==> src/rtl/rf_pkg.sv <==
// Shared widths, register-zero constant and arbitration enums for the
// Reg_file writeback arbiter.
package rf_pkg;

  localparam int XLEN = 32;
  localparam int AW   = 5;

  localparam logic [AW-1:0] ZERO_REG = {AW{1'b0}};

  typedef enum logic {
    ARB_RR        = 1'b0,
    ARB_FIXED_MEM = 1'b1
  } arb_mode_e;

  // Identifies the winner of the most recent contested cycle.
  typedef enum logic {
    REQ_EX  = 1'b0,
    REQ_MEM = 1'b1
  } req_e;

  localparam int GNT_EX  = 0;
  localparam int GNT_MEM = 1;

endpackage

==> src/rtl/reg_file_wb_arbiter_if.sv <==
// Bundle of writeback handshakes, read addresses and Reg_file port signals
// seen by reg_file_wb_arbiter; slave is the arbiter side.
interface reg_file_wb_arbiter_if;
  import rf_pkg::*;

  logic            ex_valid;
  logic [AW-1:0]   ex_addr;
  logic [XLEN-1:0] ex_data;
  logic            ex_ready;
  logic            mem_valid;
  logic [AW-1:0]   mem_addr;
  logic [XLEN-1:0] mem_data;
  logic            mem_ready;
  logic [AW-1:0]   rd_a1;
  logic [AW-1:0]   rd_a2;
  logic [XLEN-1:0] rf_rd1;
  logic [XLEN-1:0] rf_rd2;
  logic [AW-1:0]   rf_a1;
  logic [AW-1:0]   rf_a2;
  logic            rf_we;
  logic [AW-1:0]   rf_wa;
  logic [XLEN-1:0] rf_wd;
  logic [XLEN-1:0] rd1;
  logic [XLEN-1:0] rd2;

  modport slave (
    input  ex_valid, ex_addr, ex_data, mem_valid, mem_addr, mem_data,
    input  rd_a1, rd_a2, rf_rd1, rf_rd2,
    output ex_ready, mem_ready, rf_a1, rf_a2, rf_we, rf_wa, rf_wd, rd1, rd2
  );

  modport master (
    output ex_valid, ex_addr, ex_data, mem_valid, mem_addr, mem_data,
    output rd_a1, rd_a2, rf_rd1, rf_rd2,
    input  ex_ready, mem_ready, rf_a1, rf_a2, rf_we, rf_wa, rf_wd, rd1, rd2
  );

endinterface

==> src/rtl/rf_rr_arb2.sv <==
// Two-requester arbiter (bit 0 = EX, bit 1 = MEM) with one-hot grant,
// round-robin or fixed MEM priority; grant is forced low during reset.
module rf_rr_arb2
  import rf_pkg::*;
#(
  parameter arb_mode_e ARB_MODE = ARB_RR
) (
  input  logic       clk,
  input  logic       rst,
  input  logic [1:0] req,
  output logic [1:0] gnt
);

  req_e rr_last_r;
  req_e rr_next_s;

  // Grant selection and pointer update; the pointer moves only on contested cycles
  always_comb begin
    gnt       = 2'b00;
    rr_next_s = rr_last_r;
    if (rst) begin
      gnt = 2'b00;
    end else begin
      case (req)
        2'b01:   gnt = 2'b01;
        2'b10:   gnt = 2'b10;
        2'b11: begin
          if ((ARB_MODE == ARB_FIXED_MEM) || (rr_last_r == REQ_EX)) begin
            gnt       = 2'b10;
            rr_next_s = REQ_MEM;
          end else begin
            gnt       = 2'b01;
            rr_next_s = REQ_EX;
          end
        end
        default: gnt = 2'b00;
      endcase
    end
  end

  // Last contested winner
  always_ff @(posedge clk or posedge rst) begin
    if (rst) begin
      rr_last_r <= REQ_EX;
    end else begin
      rr_last_r <= rr_next_s;
    end
  end

endmodule

==> src/rtl/reg_file_wb_arbiter.sv <==
// Shares the Reg_file write port between EX and MEM writeback and forwards a
// same-edge write into the registered read data.
module reg_file_wb_arbiter
  import rf_pkg::*;
#(
  parameter arb_mode_e ARB_MODE = ARB_RR
) (
  input  logic                 clk,
  input  logic                 rst,
  reg_file_wb_arbiter_if.slave bus
);

  logic [1:0]      gnt_s;
  logic [AW-1:0]   wa_s;
  logic [XLEN-1:0] wd_s;
  logic            hit1_r;
  logic            hit2_r;
  logic [XLEN-1:0] bd1_r;
  logic [XLEN-1:0] bd2_r;

  rf_rr_arb2 #(.ARB_MODE(ARB_MODE)) u_arb (
    .clk (clk),
    .rst (rst),
    .req ({bus.mem_valid, bus.ex_valid}),
    .gnt (gnt_s)
  );

  // Write-port mux driven by the one-hot grant
  always_comb begin
    wa_s = ZERO_REG;
    wd_s = {XLEN{1'b0}};
    case (gnt_s)
      2'b01: begin
        wa_s = bus.ex_addr;
        wd_s = bus.ex_data;
      end
      2'b10: begin
        wa_s = bus.mem_addr;
        wd_s = bus.mem_data;
      end
      default: begin
        wa_s = ZERO_REG;
        wd_s = {XLEN{1'b0}};
      end
    endcase
  end

  assign bus.ex_ready  = gnt_s[GNT_EX];
  assign bus.mem_ready = gnt_s[GNT_MEM];
  // x0 writes still handshake but never reach the array, so reads of x0 stay 0
  assign bus.rf_we     = (gnt_s != 2'b00) && (wa_s != ZERO_REG);
  assign bus.rf_wa     = wa_s;
  assign bus.rf_wd     = wd_s;
  assign bus.rf_a1     = bus.rd_a1;
  assign bus.rf_a2     = bus.rd_a2;

  // Capture a write that lands on the same edge as a read of that register
  always_ff @(posedge clk or posedge rst) begin
    if (rst) begin
      hit1_r <= 1'b0;
      hit2_r <= 1'b0;
      bd1_r  <= {XLEN{1'b0}};
      bd2_r  <= {XLEN{1'b0}};
    end else begin
      hit1_r <= bus.rf_we && (bus.rf_wa == bus.rd_a1);
      hit2_r <= bus.rf_we && (bus.rf_wa == bus.rd_a2);
      bd1_r  <= bus.rf_wd;
      bd2_r  <= bus.rf_wd;
    end
  end

  assign bus.rd1 = hit1_r ? bd1_r : bus.rf_rd1;
  assign bus.rd2 = hit2_r ? bd2_r : bus.rf_rd2;

endmodule

==> src/flat_wrapper.sv <==
// flat-port wrapper written by rule: the top's interface ports become plain ports
module reg_file_wb_arbiter_flat import rf_pkg::*;
#(
  parameter arb_mode_e ARB_MODE = ARB_RR
)
  (clk, rst, bus_ex_valid, bus_ex_addr, bus_ex_data, bus_mem_valid, bus_mem_addr, bus_mem_data, bus_rd_a1, bus_rd_a2, bus_rf_rd1, bus_rf_rd2, bus_ex_ready, bus_mem_ready, bus_rf_a1, bus_rf_a2, bus_rf_we, bus_rf_wa, bus_rf_wd, bus_rd1, bus_rd2);
  reg_file_wb_arbiter_if bus_i ();
  input  logic clk;
  input  logic rst;
  input wire logic [$bits(bus_i.ex_valid)-1:0] bus_ex_valid;
  input wire logic [$bits(bus_i.ex_addr)-1:0] bus_ex_addr;
  input wire logic [$bits(bus_i.ex_data)-1:0] bus_ex_data;
  input wire logic [$bits(bus_i.mem_valid)-1:0] bus_mem_valid;
  input wire logic [$bits(bus_i.mem_addr)-1:0] bus_mem_addr;
  input wire logic [$bits(bus_i.mem_data)-1:0] bus_mem_data;
  input wire logic [$bits(bus_i.rd_a1)-1:0] bus_rd_a1;
  input wire logic [$bits(bus_i.rd_a2)-1:0] bus_rd_a2;
  input wire logic [$bits(bus_i.rf_rd1)-1:0] bus_rf_rd1;
  input wire logic [$bits(bus_i.rf_rd2)-1:0] bus_rf_rd2;
  output wire logic [$bits(bus_i.ex_ready)-1:0] bus_ex_ready;
  output wire logic [$bits(bus_i.mem_ready)-1:0] bus_mem_ready;
  output wire logic [$bits(bus_i.rf_a1)-1:0] bus_rf_a1;
  output wire logic [$bits(bus_i.rf_a2)-1:0] bus_rf_a2;
  output wire logic [$bits(bus_i.rf_we)-1:0] bus_rf_we;
  output wire logic [$bits(bus_i.rf_wa)-1:0] bus_rf_wa;
  output wire logic [$bits(bus_i.rf_wd)-1:0] bus_rf_wd;
  output wire logic [$bits(bus_i.rd1)-1:0] bus_rd1;
  output wire logic [$bits(bus_i.rd2)-1:0] bus_rd2;
  assign bus_i.ex_valid = bus_ex_valid;
  assign bus_i.ex_addr = bus_ex_addr;
  assign bus_i.ex_data = bus_ex_data;
  assign bus_i.mem_valid = bus_mem_valid;
  assign bus_i.mem_addr = bus_mem_addr;
  assign bus_i.mem_data = bus_mem_data;
  assign bus_i.rd_a1 = bus_rd_a1;
  assign bus_i.rd_a2 = bus_rd_a2;
  assign bus_i.rf_rd1 = bus_rf_rd1;
  assign bus_i.rf_rd2 = bus_rf_rd2;
  assign bus_ex_ready = bus_i.ex_ready;
  assign bus_mem_ready = bus_i.mem_ready;
  assign bus_rf_a1 = bus_i.rf_a1;
  assign bus_rf_a2 = bus_i.rf_a2;
  assign bus_rf_we = bus_i.rf_we;
  assign bus_rf_wa = bus_i.rf_wa;
  assign bus_rf_wd = bus_i.rf_wd;
  assign bus_rd1 = bus_i.rd1;
  assign bus_rd2 = bus_i.rd2;
  reg_file_wb_arbiter #(.ARB_MODE(ARB_MODE)) u_core (.clk(clk), .rst(rst), .bus(bus_i));
endmodule
==> config.mk <==
export PLATFORM = sky130hd
export DESIGN_NAME = reg_file_wb_arbiter_flat
export DESIGN_NICKNAME = d
export VERILOG_FILES = /design/src/rtl/rf_pkg.sv /design/src/rtl/reg_file_wb_arbiter_if.sv /design/src/rtl/rf_rr_arb2.sv /design/src/rtl/reg_file_wb_arbiter.sv /design/src/flat_wrapper.sv
export SDC_FILE = /design/constraint.sdc
export NUM_CORES = 1
export LEC_CHECK = 0
export ABC_AREA = 1
export CAP_MARGIN = 40
export CORE_AREA = 3 3 103 105
export CTS_CLUSTER_DIAMETER = 40
export CTS_CLUSTER_SIZE = 8
export DETAILED_ROUTE_END_ITERATION = 12
export DIE_AREA = 0 0 106 108
export PLACE_DENSITY_LB_ADDON = 0.08
export SLEW_MARGIN = 20
export SYNTH_ARGS = -nofsm -noshare
export SYNTH_HDL_FRONTEND = slang
export SYNTH_SLANG_ARGS = --single-unit
==> constraint.sdc <==
create_clock -name clk -period 4.7 [get_ports clk]
set_input_delay 0.94 -clock clk [delete_from_list [all_inputs] [get_ports clk]]
set_output_delay 0.94 -clock clk [all_outputs]
set_load 0.02 [all_outputs]
# After elaboration in Yosys (flattened, before gate mapping)
# Cells that the tools add are included.
[totals]
ff_bits = 35
out_inout_bits = 114
inputBits = 152
word_cells = 26
[op_classes]
n_reduce_logical = 6
mux = 8
n_bitwise = 1
eq_ne = 7
[ops]
columns = ["op", "n"]
rows = [
  ["2-to-1 mux 32 bit", 2],
  ["one-hot mux 32 bit (2 select lines)", 1],
  ["equality test 5 bit", 2],
  ["one-hot mux 5 bit (2 select lines)", 1],
  ["equality test 2 bit, second input constant", 3],
  ["one-hot mux 2 bit (3 select lines)", 1],
  ["nonzero test 5 bit", 1],
  ["equality test 2 x 1 -> 1 bit, second input constant", 2],
  ["2-to-1 mux 2 bit", 2],
  ["logical AND 1 bit", 3],
  ["AND reduction 2 bit", 1],
  ["nonzero test 2 bit", 1],
  ["2-to-1 mux 1 bit", 1],
  ["NOT 1 bit", 1],
]

# Logic depth before layout (Yosys ltp)
# Gate-level depths: netlist of the first run.
[logic_depth]
ltp_word = 8
ltp_mapped = 14

# By module
# Synthesis of the first run repeated with hierarchy kept, for this count alone.
[hier_totals]
hier_cells = 315
area_unflattened_um2 = 2612.5
[modules_own_cells]
columns = ["module", "seq_area_each_um2", "area_per_inst_um2", "cells_per_inst", "n_inst"]
rows = [
  ["reg_file_wb_arbiter", 850.8, 2538.7, 302, 1],
  ["rf_rr_arb2", 25.0, 73.8, 13, 1],
]

# Least setup slack after synthesis of the first run
# No wires, ideal clock.
[synth_path]
path_kind = "input to output"
start = "input port rst"
end = "output port bus_rf_wd[0]"
setup_slack_ns = 0.468
t_required_ns = 3.760
cell_stages = 8
arrival_ns = 3.292
cell_sequence = "inv_1 -> o211ai_1 -> inv_1 -> ha_1 -> buf_4 -> clkbuf_1 -> nand2_1 -> a21oi_1"
[synth_between]
elab_chain_len = 3
word_cells_on_any_way = 4
classes_between = "eq/ne (2); mux (2)"
[synth_lines]
columns = ["element", "line_no", "source"]
rows = [
  ["from (decl)", "flat_wrapper.sv:9", "input logic rst;"],
  ["2-to-1 mux 2 bit *", "rf_rr_arb2.sv:21", "if (rst) begin"],
  ["via bus_ex_ready", "flat_wrapper.sv:20", "output wire logic [$bits(bus_i.ex_ready)-1:0] bus_ex_ready;"],
  ["equality test 2 bit or equality test 2 x 1 -> 1 bit (tied branches)", "reg_file_wb_arbiter.sv:32", "case (gnt_s)"],
  ["one-hot mux 32 bit (2 select lines) *", "reg_file_wb_arbiter.sv:32", ""],
  ["to (decl)", "flat_wrapper.sv:26", "output wire logic [$bits(bus_i.rf_wd)-1:0] bus_rf_wd;"],
]
# The timed path passes the listed nets; every way through them passes the cells marked *.

# Final worst setup path of the first run
[layout_path]
start = "input port bus_mem_valid"
end = "output port bus_rf_wd[30]"
[layout_between]
elab_chain_len = 5
word_cells_on_any_way = 8
classes_between = "eq/ne (5); mux (3)"
[layout_lines]
columns = ["element", "line_no", "source"]
rows = [
  ["from (decl)", "flat_wrapper.sv:13", "input wire logic [$bits(bus_i.mem_valid)-1:0] bus_mem_valid;"],
  ["equality test 2 bit or equality test 2 x 1 -> 1 bit (tied branches)", "rf_rr_arb2.sv:24", "case (req)"],
  ["one-hot mux 2 bit (3 select lines) *", "rf_rr_arb2.sv:24", ""],
  ["2-to-1 mux 2 bit *", "rf_rr_arb2.sv:21", ""],
  ["equality test 2 bit or equality test 2 x 1 -> 1 bit (tied branches)", "reg_file_wb_arbiter.sv:32", ""],
  ["one-hot mux 32 bit (2 select lines) *", "reg_file_wb_arbiter.sv:32", ""],
]
# Every way passes the cells marked *; elsewhere a longest branch is shown, timed or not.

==> results.ini, run 1 <==
[outcome]
status=finished, final reports clean

[cts]
clockBufferDepth=2
cts_tree=done
clkSinkCount=35
root_buffer=clkbuf_8
clock_latency_ns=0.29
htree_levels=2
cts_buffers=5
post_cts_buffers=0
path_clk_slew_ns=0.08

[place]
place.gp.congestion=0.880
placedInstanceArea_mm2=0.00529
port_buffers=265
dpl.hpwl_mm=10.0
placed_cells=688

[critical_path]
startpoint_type=input pin
path_class=input pin to output port
worstPathArrival_ns=3.49
crit_family=buffers and inverters
endpoint_kind=output port
cp_slowest_cell=clkdlybuf4s50_1
worst_r2r_path_depth=13
reg2reg_to=u_core.hit2_r$_DFF_PP0_
rrSetupSlack_ns=2.61
path_buf_inv=6
crit_fanout=32
critical_path.cell_chain=clkdlybuf4s50_1 -> a21boi_0 -> inv_1 -> nor2_1 -> inv_1 -> ha_1 -> inv_1 -> buf_4 -> a21oi_1 -> clkdlybuf4s50_1
path_depth=10
rr_startpoint=u_core.u_arb.rr_last_r$_DFFE_PP0P_
max_stage_delay_ns=0.65
startpoint=bus_mem_valid
worstPathRequired_ns=3.76
cp_common_cell=inv_1
crit_path_end=bus_rf_wd[30]

[synthesis]
synth.most_common_cell=nand2_1
synth_edf_count=0
synth_area_per_cell_um2=8.41
async_reset_ff_frac=1.00
synthCells=309
ys_top_cells_by_count=nand2_1 (98), mux2_2 (60), dfrtp_1 (35)
synth_ff_type=dfrtp_1
synth_nets=464
yosysUniqueCellTypes=19
yosysWarnings=0
synth_top_area_frac=0.337
synth_area_leaders=dfrtp_1 (34%), mux2_2 (26%), nand2_1 (14%)
synth_area_mm2=0.00260
ys_ff_latch=35
seq_area_frac_synth=0.337
yosysTopAreaCell=dfrtp_1

[detailed_routing]
via_per_inst=4.46
vias=3103
first_iter_violations=57
dr.pass1.iters=4
ant_nets=0
avgRoutedWirePerCell_um=17.9
remaining_drc_errors=0
totalWireLength_mm=12.5

[cells_and_area]
areaGrowthSynthToFinish_pct=109
antenna_cells=0
drive_above_1_share=0.149
fin_area_mm2=0.00542
nets=717
stdcell_count=696

[power_and_ir_drop]
ir_drop_v=0.000116
p_per_area_mw_per_mm2=212
finalPower_uw=1150
leakage_uw=0.00226

[global_routing]
grt_use_total=0.208
antenna_found_initial=0
grt_pass1_vias=3168
grt_pass1_wl_mm=18.4
grt_overflow=0
grt_max_degree=37

[timing]
finalSetupTns_ns=0
post-route-period-util=0.942
finalSetupViolCount=0
period_minus_slack_ns=4.43
skew_ns=0.00236
slew_headroom=0.494
fmax_mhz=226
hold_violations=0
worst_pin_slew_ns=0.760
drv_slew=0
grt_setup_unrepaired=false

[floorplan]
io_pins=266
die_height_um=108
die-area_mm2=0.0114
dieWidth_um=106
std_cell_rows=36
core_region_area_mm2=0.00973
initial_utilization=0.267

[run]
maxCapViolations=0

[min_path]
hold_path_class=flop to flop

how the worst min path moves through the flow:
stage / start / end / slack (ns) / depth (start not counted)
after floorplan: u_core.u_arb.rr_last_r$_DFFE_PP0P_ / u_core.u_arb.rr_last_r$_DFFE_PP0P_ / 0.44 / 1
after global placement: u_core.u_arb.rr_last_r$_DFFE_PP0P_ / u_core.u_arb.rr_last_r$_DFFE_PP0P_ / 0.46 / 1
after detailed placement: u_core.u_arb.rr_last_r$_DFFE_PP0P_ / u_core.u_arb.rr_last_r$_DFFE_PP0P_ / 0.47 / 1
after CTS: u_core.u_arb.rr_last_r$_DFFE_PP0P_ / u_core.u_arb.rr_last_r$_DFFE_PP0P_ / 0.48 / 1
after global routing: u_core.u_arb.rr_last_r$_DFFE_PP0P_ / u_core.u_arb.rr_last_r$_DFFE_PP0P_ / 0.49 / 1
final: u_core.u_arb.rr_last_r$_DFFE_PP0P_ / u_core.u_arb.rr_last_r$_DFFE_PP0P_ / 0.48 / 1
per-stage QoR:
stage	util	worst slack, ns	hold WS (ns)
2_1_floorplan	-	0.468	0.441
3_3_place_gp	0.544	0.233	0.462
3_5_place_dp	0.544	0.186	0.465
6_report	0.557	0.273	0.481
4_1_cts	0.556	0.169	0.482
5_1_grt	0.557	0.0386	0.489
state kept, by name (all words and copies together) (netlist names):
name / flops
u_core.bd1_r: 32
u_core.hit1_r: 1
u_core.hit2_r: 1
u_core.u_arb.rr_last_r: 1
cell families (layout without fill, tap and decap cells):
logic type,Yosys count,count (layout),synth area share
xor+xnor,3,3,0.0101
mux,64,64,0.277
simple gates,120,120,0.184
flops,35,35,0.337
compound gates,35,35,0.0703
buf+inv,49,303,0.107
fa+ha+maj,3,3,0.0144
cell type report:
cell class,instances,area [um2]
clock inverter,2,35.0
timing repair buffer,276,2740
clock buffer,6,82.6
multi-input combinational,225,1450
tap,133,166
sequential,35,876
inverter,19,71.3
fill,928,4310
where the power goes:
group	internal [uW]	switching (uW)	leakage, uW
Clock	172	121	0.0000612
Combinational	275	244	0.00172
Sequential	325	14.6	0.000480
per-layer routing:
layer / share of wire / global-route usage
met5: 0 / 0
met4: 0.013 / 0.0444
met3: 0.073 / 0.0519
met2: 0.53 / 0.390
met1: 0.38 / 0.239
placed cells by master (no fill, tap or decap):
cell,Yosys,layout
xnor2_1,1,1
nand3_1,12,12
buf_4,19,11
mux2_1,4,4
ha_1,3,2
a21oi_1,32,32
dfrtp_1,35,35
dlymetal6s2s_1,0,1
nand2_1,98,98
clkdlybuf4s50_1,0,264
nor2_1,7,7
ha_2,0,1
o21bai_2,0,1
xor2_1,2,2
nand2_4,1,1
clkinv_2,0,1
clkinv_1,0,1
mux2_2,60,60
clkbuf_8,0,6
a21boi_0,1,1
o211ai_1,1,1
nand2_2,2,2
inv_1,19,18
bufinv_16,0,1
repair_timing:
item	CTS	global route
gates resized for setup	0	3
endpoints found under the setup margin	0	17
hold buffers	0	0
(Power assumes the default switching activity.)
==> run 2, diff against run 1 <==
--- a/config.mk
+++ b/config.mk
@@ -13,6 +13,7 @@
 export DETAILED_ROUTE_END_ITERATION = 12
 export DIE_AREA = 0 0 106 108
 export PLACE_DENSITY_LB_ADDON = 0.08
+export SETUP_SLACK_MARGIN = 0.3
 export SLEW_MARGIN = 20
 export SYNTH_ARGS = -nofsm -noshare
 export SYNTH_HDL_FRONTEND = slang
==> run 2 against run 1 <==
Against the previous run: combinational power shrank 1%; sequential share of layout area decreased by 0.18 points; sequential power barely moved; cell area is 1.1% higher; hold slack hardly changed; flip-flop and latch count stayed put; maximum frequency is 6.6% higher; die area is the same; largest cell class unchanged; largest power group unchanged.
==> results.ini, run 2 (synthesis gave the netlist of run 1 again) <==
[power_and_ir_drop]
leakage_uw=0.00274
p_sw_frac=0.331
p_switching_uw=380
clkPwrFrac=0.256
ir_drop_v=0.000117
seqPwrFrac=0.297
p_int_uw=766
p_per_area_mw_per_mm2=209
combPwrFrac=0.447

[cells_and_area]
nets=717
antenna_cells=0
largest_reg_flops=32
final_cell_mix=clkdlybuf4s50_1 (230), nand2_1 (98), mux2_2 (60)
areaGrowthSynthToFinish_pct=111
drive_above_1_share=0.153
fill_cells=927
utilization=0.563
mostFrequentLayoutCell=clkdlybuf4s50_1
largest_register=u_core.bd1_r

[place]
place.gp.congestion=0.880
port_buffers=265
dpl.hpwl_mm=10.0

[detailed_routing]
via_per_inst=4.44
dr.pass1.iters=5
vias=3091
ant_nets=0
avgRoutedWirePerCell_um=18.0
remaining_drc_errors=0
first_iter_violations=83
totalWireLength_mm=12.5

[timing]
hold_violations=0
grt_setup_unrepaired=false
skew_ns=0.00348
worst_pin_slew_ns=0.751
post-route-period-util=0.884
whs_ns=0.482
slew_headroom=0.499
period_minus_slack_ns=4.15
finalSetupViolCount=0
fmax_mhz=241
finalSetupTns_ns=0
drv_slew=0

[cts]
cts_buffers=5
path_clk_slew_ns=0.08
clockBufferDepth=2
cts_hold_buf=0
cts_tree=done
root_buffer=clkbuf_8
htree_levels=2
post_cts_buffers=0
clock_latency_ns=0.29
clkSinkCount=35

[min_path]
holdPathEnd=u_core.u_arb.rr_last_r$_DFFE_PP0P_
hold_depth=1
hold_path_class=flop to flop
min-delay-start=u_core.u_arb.rr_last_r$_DFFE_PP0P_

[floorplan]
die-area_mm2=0.0114
std_cell_rows=36
die_height_um=108
core_region_area_mm2=0.00973
dieWidth_um=106
initial_utilization=0.267
io_pins=266

[global_routing]
grt_max_degree=37
grt_pass1_wl_mm=18.4
grt_overflow=0
grt_pass1_vias=3164
antenna_found_initial=0
grt_use_total=0.208

[critical_path]
reg2reg_to=u_core.hit2_r$_DFF_PP0_
crit_fanout=13
path_class=input pin to output port
endpoint_kind=output port
worstPathArrival_ns=3.21
startpoint_type=input pin
worstPathRequired_ns=3.76
rr_startpoint=u_core.u_arb.rr_last_r$_DFFE_PP0P_
rrSetupSlack_ns=2.66
worst_r2r_path_depth=13

[run]
maxCapViolations=0

[outcome]
status=finished, final reports clean

==> run 2: cell types whose count changed in the layout (fill, tap and decap cells not counted), sizes merged <==
cell,previous run,this run
clkdlybuf4s50,264,230
dlymetal6s2s,1,26
dlygate4sd2,0,9
==> run 2: per-stage QoR <==
step	total power [uW]	setup slack (ns)	area (um2)	instances
after floorplan	582	0.468	2600	309
after global placement	859	0.233	5290	688
after detailed placement	864	0.186	5290	688
after CTS	1160	0.262	5410	696
after global routing	1200	0.332	5480	696
final	1150	0.547	5480	696
==> run 2: how the worst max path moves through the flow <==
stage,slack [ns],startpoint,end,cells after the start
2_1_floorplan,0.47,rst,bus_rf_wd[0],8
3_3_place_gp,0.23,bus_mem_valid,bus_rf_wd[3],9
3_5_place_dp,0.19,bus_mem_valid,bus_rf_wd[16],9
4_1_cts,0.26,bus_mem_valid,bus_rf_wd[16],10
5_1_grt,0.33,bus_mem_valid,bus_rf_we,12
6_report,0.55,bus_mem_valid,bus_rf_wa[4],10
==> run 2: cell type report <==
type | instances | area [um2] | area share
Multi-Input combinational cell | 225 | 1460 | 0.266
Clock inverter | 2 | 35.0 | 0.00639
Tap cell | 133 | 166 | 0.0304
Timing Repair Buffer | 276 | 2790 | 0.510
Inverter | 19 | 71.3 | 0.0130
Clock buffer | 6 | 82.6 | 0.0151
Sequential cell | 35 | 876 | 0.160
==> run 2: critical path, cell delays in order <==
cell             delay [ns]
clkdlybuf4s50_1        0.50
a21boi_0               0.18
inv_1                  0.08
nor2_2                 0.13
inv_1                  0.08
ha_1                   0.30
buf_4                  0.20
nand2_2                0.10
inv_1                  0.07
clkdlybuf4s50_1        0.60
==> run 2: repair_timing <==
item	4_1_cts	5_1_grt
gates resized for setup	11	29
pin swaps	0	0
gates cloned	0	0
endpoints found under the setup margin	24	29
==> run 2: power by group through the flow <==
stage | sequential, uW | clock, uW | combinational (uW)
after floorplan | 339 | 0 | 242
after global placement | 345 | 0 | 514
after detailed placement | 346 | 0 | 518
after CTS | 340 | 301 | 518
after global routing | 343 | 313 | 546
final | 340 | 293 | 512
==> run 2: per-layer routing <==
metal	GRT usage	routed length [um]	up-vias
met2	0.390	6630	165
met1	0.239	4820	1410
met5	0	0	-
met3	0.0519	921	11
li1	-	-	1505
met4	0.0444	161	0
